`src/rtl/serial_add_ctrl.sv`:
```
// Bit-serial adder: one shared full adder walks a WIDTH-bit operand pair LSB first,
// then publishes {cout,sum} for one done cycle.
module serial_add_ctrl #(
  parameter int WIDTH = 8
) (
  input  logic             clk,
  input  logic             rst,
  input  logic             start,
  input  logic [WIDTH-1:0] a,
  input  logic [WIDTH-1:0] b,
  input  logic             cin,
  output logic             busy,
  output logic             done,
  output logic [WIDTH-1:0] sum,
  output logic             cout
);

  localparam int CNT_W = $clog2(WIDTH + 1);

  typedef enum logic [1:0] {
    IDLE = 2'd0,
    RUN  = 2'd1,
    DONE = 2'd2
  } state_t;

  state_t             state;
  state_t             state_nxt;
  logic [WIDTH-1:0]   shift_a;
  logic [WIDTH-1:0]   shift_b;
  logic [WIDTH-1:0]   acc;
  logic               carry;
  logic [CNT_W-1:0]   cnt;
  logic               last_bit;
  logic               fa_s;
  logic               fa_co;

  // The single full adder shared by every bit position.
  always_comb begin
    fa_s  = shift_a[0] ^ shift_b[0] ^ carry;
    fa_co = (shift_a[0] & shift_b[0]) | (shift_a[0] & carry) | (shift_b[0] & carry);
  end

  assign last_bit = (cnt == CNT_W'(WIDTH - 1));

  always_ff @(posedge clk) begin
    if (rst) state <= IDLE;
    else     state <= state_nxt;
  end

  always_comb begin
    state_nxt = state;
    case (state)
      IDLE:    if (start) state_nxt = RUN;
      RUN:     if (last_bit) state_nxt = DONE;
      DONE:    state_nxt = IDLE;
      default: state_nxt = IDLE;
    endcase
  end

  // Partial result accumulates in acc so sum stays stable until the final bit lands.
  always_ff @(posedge clk) begin
    if (rst) begin
      shift_a <= '0;
      shift_b <= '0;
      acc     <= '0;
      carry   <= 1'b0;
      cnt     <= '0;
      sum     <= '0;
      cout    <= 1'b0;
    end else begin
      case (state)
        IDLE: begin
          if (start) begin
            shift_a <= a;
            shift_b <= b;
            carry   <= cin;
            cnt     <= '0;
          end
        end
        RUN: begin
          carry   <= fa_co;
          acc     <= {fa_s, acc[WIDTH-1:1]};
          shift_a <= shift_a >> 1;
          shift_b <= shift_b >> 1;
          cnt     <= cnt + CNT_W'(1);
          if (last_bit) begin
            sum  <= {fa_s, acc[WIDTH-1:1]};
            cout <= fa_co;
          end
        end
        default: ;
      endcase
    end
  end

  assign busy = (state == RUN);
  assign done = (state == DONE);

endmodule

```
`config.mk`:
```
export PLATFORM = sky130hd
export DESIGN_NAME = serial_add_ctrl
export DESIGN_NICKNAME = d
export VERILOG_FILES = /design/src/rtl/serial_add_ctrl.sv
export SDC_FILE = /design/constraint.sdc
export NUM_CORES = 1
export LEC_CHECK = 0
export CORE_UTILIZATION = 35
export CTS_CLUSTER_DIAMETER = 80
export CTS_CLUSTER_SIZE = 10
export DETAILED_ROUTE_END_ITERATION = 16
export GPL_ROUTABILITY_DRIVEN = 0
export PLACE_DENSITY = 0.66
export SYNTH_ARGS = -nofsm -noshare
export SYNTH_HDL_FRONTEND = slang
export SYNTH_SLANG_ARGS = --single-unit
```
`constraint.sdc`:
```
create_clock -name clk -period 1.8 [get_ports clk]
set_clock_uncertainty 0.2 [all_clocks]
set_input_delay 0.36 -clock clk [delete_from_list [all_inputs] [get_ports clk]]
set_output_delay 0.36 -clock clk [all_outputs]
set_load 0.05 [all_outputs]
```
* Word level (Yosys, flattened, before mapping)
Index checks and enable logic that the tools add are counted.
** Operators by class
- Bitwise operators :: 7
- Mux-type cells :: 11
- Reductions and logical operators :: 5
- Shift operators :: 0
- Divide/modulo/power cells :: 0
- Add/sub/neg operators :: 1
- Multiply operators :: 0
- Equality and inequality tests :: 5
- Magnitude comparators :: 0
** Operators with widths (number)
- $pmux 8 s2 :: 2
- $mux 8 :: 2
- $pmux 4 s2 :: 1
- $reduce_and 2->1 :: 3
- $add 4x1->4 const B :: 1
- $eq 4x3->1 const B :: 1
- $mux 2 :: 2
- $mux 4 :: 1
- $pmux 2 s2 :: 1
- $and 1x1->1 :: 3
- $eq 2x1->1 const B :: 1
- $eq 2x2->1 const B :: 1
- $logic_not 2->1 :: 1
- $ne 2x1->1 const B :: 1
- $ne 2x2->1 const B :: 1
- $or 1x1->1 :: 2
- $pmux 1 s2 :: 1
- $reduce_bool 2->1 :: 1
- $xor 1x1->1 :: 2
- $mux 1 :: 1
** Storage, ports and cells
- Logic and storage cells :: 37
- Input bits :: 20
- Memory bits (read-only) :: 0
- Memories :: 0
- Register bits :: 40
- RAM bits :: 0
- Output and inout bits :: 11
- Bits in latches :: 0

* Depth between registers and ports, before layout
Gate-level depths: netlist of run 1.
- Depth in word-level cells :: 4
- Mapped depth :: 6
- Gate-level depth less buffers :: 4

* Least setup slack after synthesis of run 1
No wires, ideal clock.
- Path type :: reg-to-output
- Start :: register state[1]
- End :: output done
- Buffers on the path :: 2
- Setup slack :: -0.182 ns
- Arrival :: 1.422 ns
- Cell stages (with the launch flop) :: 4
- Data required time :: 1.240 ns
- Cell sequence :: dfxtp_1 > buf_4 > clkbuf_1 > nor2b_1
** On the way
- Word-level cells in the longest chain between the ends :: 1
** Ends and longest elaborated chain
- start, declared :: RTL line 26 : state_t state;
- start signal, assigned :: RTL line 47 : else state <= state_nxt;
- $eq 2x2->1 :: RTL line 97 : assign done = (state == DONE);
- end, declared :: RTL line 13 : output logic done,
No other way between the ends.

* Final worst setup path of run 1
- Start :: register state[0]
- End :: output done
Same word-level chain as after synthesis.

==> results of run 1 <==
==> registers in the layout, indices dropped and copies added (netlist names) <==
name and count:
shift_a 8, shift_b 8, sum 8, acc 7, cnt 4, state 2
carry 1, cout 1
==> power by group through the flow <==
| stage | registers (mW) | clock network (mW) | logic (mW) |
|---|---|---|---|
| 2_1_floorplan | 0.947 | 0 | 0.162 |
| 5_1_grt | 0.943 | 0.741 | 0.280 |
| 6_report | 0.937 | 0.689 | 0.252 |
| 4_1_cts | 0.936 | 0.716 | 0.254 |
| 3_5_place_dp | 0.956 | 0 | 0.253 |
| 3_3_place_gp | 0.955 | 0 | 0.248 |
==> metal layers <==
| metal | vias up | track usage [%] | part of all wire, % |
|---|---|---|---|
| met5 | - | 0 | 0 |
| met4 | 0 | 5.03 | 1.5 |
| met3 | 6 | 3.61 | 2.3 |
| met2 | 21 | 26.9 | 48 |
| met1 | 713 | 19.6 | 48 |
| li1 | 813 | - | - |
==> area by class of cell <==
class,instances,area (um2)
clock buffer,6,72.6
clock inverter,1,30.0
fill,498,2620
inverter,16,62.6
multi-input combinational,149,941
sequential,39,782
tap,70,87.6
timing repair buffer,40,514
==> synth_stat cells <==
cell type | n | share of area (%)
sky130_fd_sc_hd__or3_1 | 1 | 0.34
sky130_fd_sc_hd__o21bai_1 | 1 | 0.40
sky130_fd_sc_hd__a22oi_1 | 1 | 0.40
sky130_fd_sc_hd__dfxtp_1 | 39 | 42
sky130_fd_sc_hd__nand3_1 | 2 | 0.54
sky130_fd_sc_hd__nor3b_1 | 1 | 0.40
sky130_fd_sc_hd__a31oi_1 | 1 | 0.34
sky130_fd_sc_hd__nand2_1 | 18 | 3.6
sky130_fd_sc_hd__nor2_1 | 24 | 4.8
sky130_fd_sc_hd__buf_4 | 1 | 0.40
sky130_fd_sc_hd__fa_1 | 1 | 1.1
sky130_fd_sc_hd__or2_2 | 1 | 0.34
sky130_fd_sc_hd__o21ai_0 | 1 | 0.27
sky130_fd_sc_hd__ha_1 | 1 | 0.67
sky130_fd_sc_hd__o22a_1 | 4 | 1.9
sky130_fd_sc_hd__inv_1 | 15 | 3.0
sky130_fd_sc_hd__nand2b_4 | 1 | 0.74
sky130_fd_sc_hd__a21oi_1 | 36 | 9.7
sky130_fd_sc_hd__buf_2 | 6 | 1.6
sky130_fd_sc_hd__o221a_2 | 15 | 9.1
sky130_fd_sc_hd__clkbuf_1 | 8 | 1.6
sky130_fd_sc_hd__mux2i_1 | 10 | 5.4
sky130_fd_sc_hd__nor2b_1 | 6 | 2.0
sky130_fd_sc_hd__buf_6 | 1 | 0.60
sky130_fd_sc_hd__and4b_1 | 2 | 1.1
sky130_fd_sc_hd__buf_1 | 2 | 0.40
sky130_fd_sc_hd__nor3_1 | 1 | 0.27
sky130_fd_sc_hd__nand2b_1 | 19 | 6.4
sky130_fd_sc_hd__inv_2 | 1 | 0.20
sky130_fd_sc_hd__o22ai_1 | 2 | 0.67
==> worst paths after layout <==
check,slack (ps),end,cells past startpoint,from
max,60,done,3,state[0]
min,260,acc[1],2,acc[1]
max reg2reg,210,cout,5,state[1]
min reg2reg,260,acc[1],2,acc[1]
==> through the flow <==
stage / setup TNS (ps) / total power [mW] / instances
finish: 0 / 1.88 / 321
global route: 0 / 1.96 / 321
CTS: 0 / 1.91 / 321
detailed placement: -104 / 1.21 / 313
global placement: -18.5 / 1.20 / 313
floorplan: 0 / 1.11 / 222
==> cells by family after synthesis <==
family | after synthesis
compound gates | 61
flops | 39
mux | 10
buf+inv | 34
simple gates | 76
fa+ha+maj | 2
==> worst min-delay path, cell delays in order, from the launching register on <==
cell	delay, ps
sky130_fd_sc_hd__dfxtp_1	310
sky130_fd_sc_hd__nand2_1	50
sky130_fd_sc_hd__a21oi_1	50
==> timing repair <==
action	CTS	global route
gates resized for setup	2	1
setup endpoints to repair	2	1
gates cloned	1	0
==> cells in the final DEF (no fill, tap or decap) <==
cell type	count
sky130_fd_sc_hd__inv_4	1
sky130_fd_sc_hd__nor2_1	24
sky130_fd_sc_hd__nand2b_4	1
sky130_fd_sc_hd__clkbuf_8	5
sky130_fd_sc_hd__a22oi_1	1
sky130_fd_sc_hd__or2_2	1
sky130_fd_sc_hd__o21ai_0	1
sky130_fd_sc_hd__buf_6	1
sky130_fd_sc_hd__or3_1	1
sky130_fd_sc_hd__buf_4	8
sky130_fd_sc_hd__nor2b_2	1
sky130_fd_sc_hd__o221a_2	15
sky130_fd_sc_hd__ha_1	1
sky130_fd_sc_hd__mux2i_1	10
sky130_fd_sc_hd__nor3b_1	1
sky130_fd_sc_hd__clkdlybuf4s50_1	19
sky130_fd_sc_hd__fa_1	1
sky130_fd_sc_hd__nand2_1	18
sky130_fd_sc_hd__dfxtp_1	38
sky130_fd_sc_hd__nand2b_1	19
sky130_fd_sc_hd__nor2b_1	5
sky130_fd_sc_hd__o22ai_1	2
sky130_fd_sc_hd__nor3_1	1
sky130_fd_sc_hd__a31oi_1	1
sky130_fd_sc_hd__a21oi_1	36
sky130_fd_sc_hd__clkbuf_1	1
sky130_fd_sc_hd__nand3_1	2
sky130_fd_sc_hd__bufbuf_16	1
sky130_fd_sc_hd__o22a_1	4
sky130_fd_sc_hd__bufinv_16	1
sky130_fd_sc_hd__o21bai_1	1
sky130_fd_sc_hd__dfxtp_2	1
sky130_fd_sc_hd__inv_1	15
sky130_fd_sc_hd__and4b_1	2
sky130_fd_sc_hd__buf_12	11
==> impl_metrics.prom, run 1 <==
# TYPE chip_impl_metric gauge
chip_impl_metric{name="worst_setup_hold_path_clk_slew",unit="ps"} 70
chip_impl_metric{name="synth_cells",unit=""} 222
chip_impl_metric{name="floorplan.io_pins",unit=""} 31
chip_impl_metric{name="setup_slack",unit="ps"} 59.5
chip_impl_metric{name="n_antenna_cell",unit=""} 0
chip_impl_metric{name="crit_fanout",unit=""} 21
chip_impl_metric{name="vias",unit=""} 1553
chip_impl_metric{name="dieWidth",unit="um"} 75.0
chip_impl_metric{name="layout.nets",unit=""} 273
chip_impl_metric{name="finalSetupViolations",unit=""} 0
chip_impl_metric{name="post_synth_fa_ha_maj_area_fraction",unit="%"} 1.74
chip_impl_metric{name="intPower",unit="mW"} 1.44
chip_impl_metric{name="finish.instance_area",unit="mm2"} 0.00249
chip_impl_info{name="timing.critical_path.from_type",value="flip-flop"} 1
chip_impl_metric{name="drtIter0Drc",unit=""} 85
chip_impl_metric{name="max-clock-path-buffers",unit=""} 2
chip_impl_metric{name="cellPowerDensity",unit="mW/mm2"} 754
chip_impl_metric{name="global_route.overflow_total",unit=""} 0
chip_impl_metric{name="final_min_period_over_clock_period",unit="%"} 96.7
chip_impl_metric{name="share_comb_of_total_power",unit="%"} 13.4
chip_impl_metric{name="initial_core_util",unit="%"} 36.5
chip_impl_metric{name="mappedNetlistNets",unit=""} 244
chip_impl_metric{name="cts_inserted_buffers",unit=""} 5
chip_impl_metric{name="netlist_area",unit="mm2"} 0.00187
chip_impl_metric{name="synth-compound-area-share",unit="%"} 22.7
chip_impl_metric{name="areaGrowthSynthToFinish",unit="%"} 33.5
chip_impl_metric{name="worst_setup_timing_slack_at_the_placement_stage",unit="ps"} -40.9
chip_impl_info{name="critPathTopFamily",value="buffers and inverters"} 1
chip_impl_metric{name="cap_viol_max_count",unit=""} 0
chip_impl_info{name="tritoncts",value="yes"} 1
chip_impl_metric{name="total_switching_power",unit="uW"} 433
chip_impl_metric{name="detail_route.first_pass.iterations",unit=""} 4
chip_impl_metric{name="grt_first_pass_wirelength",unit="um"} 6760
chip_impl_metric{name="peakVddDrop",unit="uV"} 271
chip_impl_metric{name="seq_area_frac_synth",unit="%"} 41.9
chip_impl_metric{name="crit_path_max_incr_delay",unit="ps"} 370
chip_impl_metric{name="portBuffers",unit=""} 30
chip_impl_info{name="crit_type",value="reg2out"} 1
chip_impl_metric{name="timing_max_transition_violations_final",unit=""} 0
chip_impl_metric{name="crit_path_buffers_inverters",unit=""} 2
chip_impl_metric{name="worst_skew_pair.late_latency",unit="ps"} 290
chip_impl_metric{name="hpwlAfterDp",unit="um"} 2580
chip_impl_metric{name="number_of_buffers_added_for_setup_after_cts",unit=""} 0
chip_impl_info{name="run_status",value="completed"} 1
chip_impl_metric{name="finalCoreUtilization",unit="%"} 48.8
chip_impl_metric{name="grt_start_max_net_pins",unit=""} 26
chip_impl_metric{name="route.detailed.vias_per_inst",unit=""} 4.84
chip_impl_metric{name="core_area",unit="mm2"} 0.00511
chip_impl_metric{name="grt_antenna_before_repair",unit=""} 0
chip_impl_metric{name="rows",unit=""} 26
chip_impl_info{name="rsz0062_at_grt",value="no"} 1
chip_impl_metric{name="final_antenna_net_count",unit=""} 0
chip_impl_info{name="highest_delay_cell_along_the_critical_path",value="sky130_fd_sc_hd__dfxtp_1"} 1
chip_impl_metric{name="report.final.hold_viol_count",unit=""} 0
chip_impl_metric{name="netlist-cell-type-count",unit=""} 30
chip_impl_metric{name="crit_path_time_final",unit="ps"} 1740
chip_impl_metric{name="seqPwrFrac",unit="%"} 49.9
chip_impl_metric{name="xor_xnor_cell_area_share_of_the_yosys_netlist",unit="%"} 0
chip_impl_metric{name="share_clk_of_total_power",unit="%"} 36.7
chip_impl_metric{name="design.die.area",unit="mm2"} 0.00563
chip_impl_metric{name="yosys_warnings",unit=""} 0
chip_impl_info{name="synth_top_family_by_area",value="compound AO/OA/AOI/OAI gates"} 1
chip_impl_metric{name="synthesis.area_per_instance",unit="um2"} 8.40
chip_impl_metric{name="hold-worst-slack",unit="ps"} 261
chip_impl_metric{name="post_synth_and_or_nand_nor_area_fraction",unit="%"} 20.5
chip_impl_metric{name="max_clock_freq",unit="GHz"} 0.575
chip_impl_metric{name="power.share.switching",unit="%"} 23.1
chip_impl_metric{name="avgRoutedWirePerCell",unit="um"} 12.3
chip_impl_metric{name="totalWireLength",unit="um"} 3930
chip_impl_metric{name="cts_hold_repair.buffers",unit=""} 0
chip_impl_metric{name="synthMuxAreaShare",unit="%"} 5.37
chip_impl_metric{name="ratio_of_cells_with_drive_above_1_in_the_final_layout",unit="%"} 18.7
chip_impl_metric{name="synth-seq-cells",unit=""} 39
chip_impl_metric{name="cts_htree_levels",unit=""} 2
chip_impl_info{name="crit_path_cell_trace",value="buf_4 > nor2b_2 > buf_12"} 1
chip_impl_metric{name="cp_data_required_time",unit="ps"} 1240
chip_impl_metric{name="route.detailed.drc",unit=""} 0
chip_impl_metric{name="cts_num_sinks",unit=""} 39
chip_impl_metric{name="worst_slew_pin_slew",unit="ps"} 231
chip_impl_info{name="min-delay-path-class",value="reg2reg"} 1
chip_impl_info{name="clock-root-buffer",value="sky130_fd_sc_hd__clkbuf_8"} 1
chip_impl_metric{name="instance_area_at_placement",unit="mm2"} 0.00235
chip_impl_metric{name="slew_headroom",unit="%"} 84.6
chip_impl_metric{name="power_leakage",unit="nW"} 0.942
chip_impl_metric{name="critPathArrivalTime",unit="ps"} 1180
chip_impl_metric{name="die_height",unit="um"} 75.0
chip_impl_metric{name="via_count_of_the_first_global_routing_pass",unit=""} 1531
chip_impl_info{name="cp-end-kind",value="primary output"} 1
chip_impl_metric{name="grt_usage",unit="%"} 15.7
Note: power is estimated with default switching activity, not from simulation.
==> run 2: changes to the inputs <==
CORE_ASPECT_RATIO = 0.7   (was default)
CORE_MARGIN = 1.5   (was default)
==> run 2 against run 1 <==
  * Critical path depth did not move
  * Maximum frequency fell by 1.0%
  * Design area rose by 2.0%
  * Clock-buffer cell count did not move
==> impl_metrics.prom, run 2 (same netlist as run 1, synthesis figures left out) <==
# TYPE chip_impl_metric gauge
chip_impl_metric{name="final_antenna_net_count",unit=""} 0
chip_impl_metric{name="hold-worst-slack",unit="ps"} 260
chip_impl_metric{name="cts_htree_levels",unit=""} 2
chip_impl_metric{name="cts_inserted_buffers",unit=""} 5
chip_impl_metric{name="grt_first_pass_wirelength",unit="um"} 6700
chip_impl_metric{name="route.detailed.drc",unit=""} 0
chip_impl_metric{name="die_height",unit="um"} 64.1
chip_impl_metric{name="peakVddDrop",unit="uV"} 399
chip_impl_metric{name="critPathArrivalTime",unit="ps"} 1200
chip_impl_metric{name="ff2ff_setup_slack",unit="ps"} 130
chip_impl_metric{name="rows",unit=""} 22
chip_impl_metric{name="rr_worst_depth",unit=""} 5
chip_impl_metric{name="detail_route.first_pass.iterations",unit=""} 4
chip_impl_info{name="worstHoldEndpoint",value="acc[3]"} 1
chip_impl_info{name="biggestRegsByFlops",value="shift_a: 8 flops, shift_b: 8 flops, sum: 8 flops"} 1
chip_impl_metric{name="cellPowerDensity",unit="mW/mm2"} 817
chip_impl_metric{name="grt_usage",unit="%"} 14.4
chip_impl_info{name="timing.rr.start",value="state[1]"} 1
chip_impl_metric{name="share_comb_of_total_power",unit="%"} 12.9
chip_impl_info{name="run_status",value="completed"} 1
chip_impl_info{name="timing.critical_path.from_type",value="flip-flop"} 1
chip_impl_metric{name="dieWidth",unit="um"} 90.3
chip_impl_metric{name="global_route.overflow_total",unit=""} 0
chip_impl_metric{name="seqPwrFrac",unit="%"} 45.2
chip_impl_metric{name="max-clock-path-buffers",unit=""} 2
chip_impl_metric{name="finish.instance_area",unit="mm2"} 0.00254
chip_impl_metric{name="drtIter0Drc",unit=""} 73
chip_impl_metric{name="worst_skew_pair.late_latency",unit="ps"} 300
chip_impl_metric{name="ratio_of_cells_with_drive_above_1_in_the_final_layout",unit="%"} 20.9
chip_impl_metric{name="n_antenna_cell",unit=""} 0
chip_impl_metric{name="grt_start_max_net_pins",unit=""} 29
chip_impl_metric{name="slew_headroom",unit="%"} 83.9
chip_impl_metric{name="final_min_period_over_clock_period",unit="%"} 97.7
chip_impl_metric{name="hpwlAfterDp",unit="um"} 2630
chip_impl_metric{name="core_area",unit="mm2"} 0.00517
chip_impl_metric{name="hold-path-cell-count",unit=""} 2
chip_impl_metric{name="cap_viol_max_count",unit=""} 0
chip_impl_info{name="mostFrequentLayoutCell",value="sky130_fd_sc_hd__dfxtp_1"} 1
chip_impl_metric{name="layout.nets",unit=""} 279
chip_impl_metric{name="setup-tns-final",unit="ps"} 0
chip_impl_metric{name="design.die.area",unit="mm2"} 0.00578
chip_impl_info{name="cp-end-kind",value="primary output"} 1
chip_impl_info{name="min_from",value="acc[4]"} 1
chip_impl_metric{name="total_switching_power",unit="uW"} 472
chip_impl_metric{name="post-layout-total-power",unit="mW"} 2.07
chip_impl_metric{name="worst_slew_pin_slew",unit="ps"} 242
chip_impl_metric{name="crit_path_time_final",unit="ps"} 1760
chip_impl_info{name="clock-root-buffer",value="sky130_fd_sc_hd__clkbuf_8"} 1
chip_impl_metric{name="cp_data_required_time",unit="ps"} 1240
chip_impl_metric{name="areaGrowthSynthToFinish",unit="%"} 36.1
chip_impl_metric{name="report.final.hold_viol_count",unit=""} 0
chip_impl_metric{name="floorplan.io_pins",unit=""} 31
chip_impl_metric{name="max_clock_freq",unit="GHz"} 0.569
chip_impl_info{name="min-delay-path-class",value="reg2reg"} 1
chip_impl_metric{name="worst_setup_hold_path_clk_slew",unit="ps"} 80
chip_impl_metric{name="portBuffers",unit=""} 30
chip_impl_metric{name="avgRoutedWirePerCell",unit="um"} 12.1
chip_impl_metric{name="initial_core_util",unit="%"} 36.0
chip_impl_metric{name="cts_hold_repair.buffers",unit=""} 0
chip_impl_metric{name="crit_fanout",unit=""} 21
chip_impl_metric{name="cts_num_sinks",unit=""} 39
chip_impl_metric{name="via_count_of_the_first_global_routing_pass",unit=""} 1503
chip_impl_metric{name="instance_area_at_placement",unit="mm2"} 0.00235
chip_impl_info{name="rsz0062_at_grt",value="no"} 1
chip_impl_metric{name="grt_antenna_before_repair",unit=""} 0
chip_impl_metric{name="timing_max_transition_violations_final",unit=""} 0
chip_impl_info{name="tritoncts",value="yes"} 1
chip_impl_info{name="regToRegEndpoint",value="cnt[3]"} 1
chip_impl_metric{name="totalWireLength",unit="um"} 4010
chip_impl_metric{name="vias",unit=""} 1588
chip_impl_metric{name="route.detailed.vias_per_inst",unit=""} 4.81
chip_impl_metric{name="share_clk_of_total_power",unit="%"} 41.9
chip_impl_metric{name="power_leakage",unit="nW"} 0.974
chip_impl_info{name="crit_type",value="reg2out"} 1
chip_impl_info{name="leading_cell_types_in_the_layout_fill_and_taps_excluded",value="sky130_fd_sc_hd__dfxtp_1, sky130_fd_sc_hd__a21oi_1, sky130_fd_sc_hd__nor2_1"} 1
chip_impl_metric{name="intPower",unit="mW"} 1.60
chip_impl_metric{name="finalSetupViolations",unit=""} 0
chip_impl_metric{name="power.share.switching",unit="%"} 22.7
## run 2: changes by cell type in the layout (fill, tap and decap cells not counted)
cell,previous run,this run
sky130_fd_sc_hd__buf_4,8,16
sky130_fd_sc_hd__buf_6,1,0
sky130_fd_sc_hd__bufbuf_16,1,0
sky130_fd_sc_hd__bufinv_16,1,2
## run 2: power by group through the flow
stage | sequential (mW) | clock (mW) | combinational (mW)
global route | 0.942 | 0.920 | 0.294
floorplan | 0.947 | 0 | 0.162
CTS | 0.936 | 0.887 | 0.257
finish | 0.937 | 0.869 | 0.268
global placement | 0.955 | 0 | 0.248
detailed placement | 0.956 | 0 | 0.256
## run 2: per-stage QoR
step / cells / util, % / setup WS (ps)
global placement: 317 / 45.5 / -12.3
floorplan: 222 / - / 55.6
CTS: 325 / 48.1 / 2.44
finish: 330 / 49.1 / 41.4
global route: 330 / 49.1 / 0.858
detailed placement: 317 / 45.5 / -48.1
## run 2: final cells by class
type | instances | area, um2
Sequential cell | 39 | 782
Multi-Input combinational cell | 149 | 941
Clock buffer | 6 | 72.6
Clock inverter | 2 | 60.1
Timing Repair Buffer | 46 | 531
Tap cell | 72 | 90.1
Inverter | 16 | 62.6
Fill cell | 504 | 2640
## run 2: routing by layer
layer	global-route usage, %	wire length, um	vias to the layer above
met5	0	0	-
met4	6.94	87	0
met3	3.93	185	14
met2	21.5	1680	36
met1	19.3	2050	706
li1	-	-	832
## run 2: critical path: stages, from the launching register on
cell and delay [ps]:
sky130_fd_sc_hd__dfxtp_1 380, sky130_fd_sc_hd__buf_4 290, sky130_fd_sc_hd__nor2b_2 90, sky130_fd_sc_hd__buf_12 150
## run 2: what timing repair did
action / in CTS / in global routing
setup endpoints to repair: 2 / 2
pin swaps: 0 / 0
setup buffers: 0 / 5
gates resized for setup: 2 / 3
## run 2: worst max-delay path by stage
stage	startpoint	depth (start not counted)	slack [ps]	end
after floorplan	state[1]	3	60	done
after global placement	start	4	-10	carry
after detailed placement	start	4	-50	carry
after CTS	state[1]	3	2	busy
after global routing	state[0]	3	0.9	done
final	state[0]	3	40	done
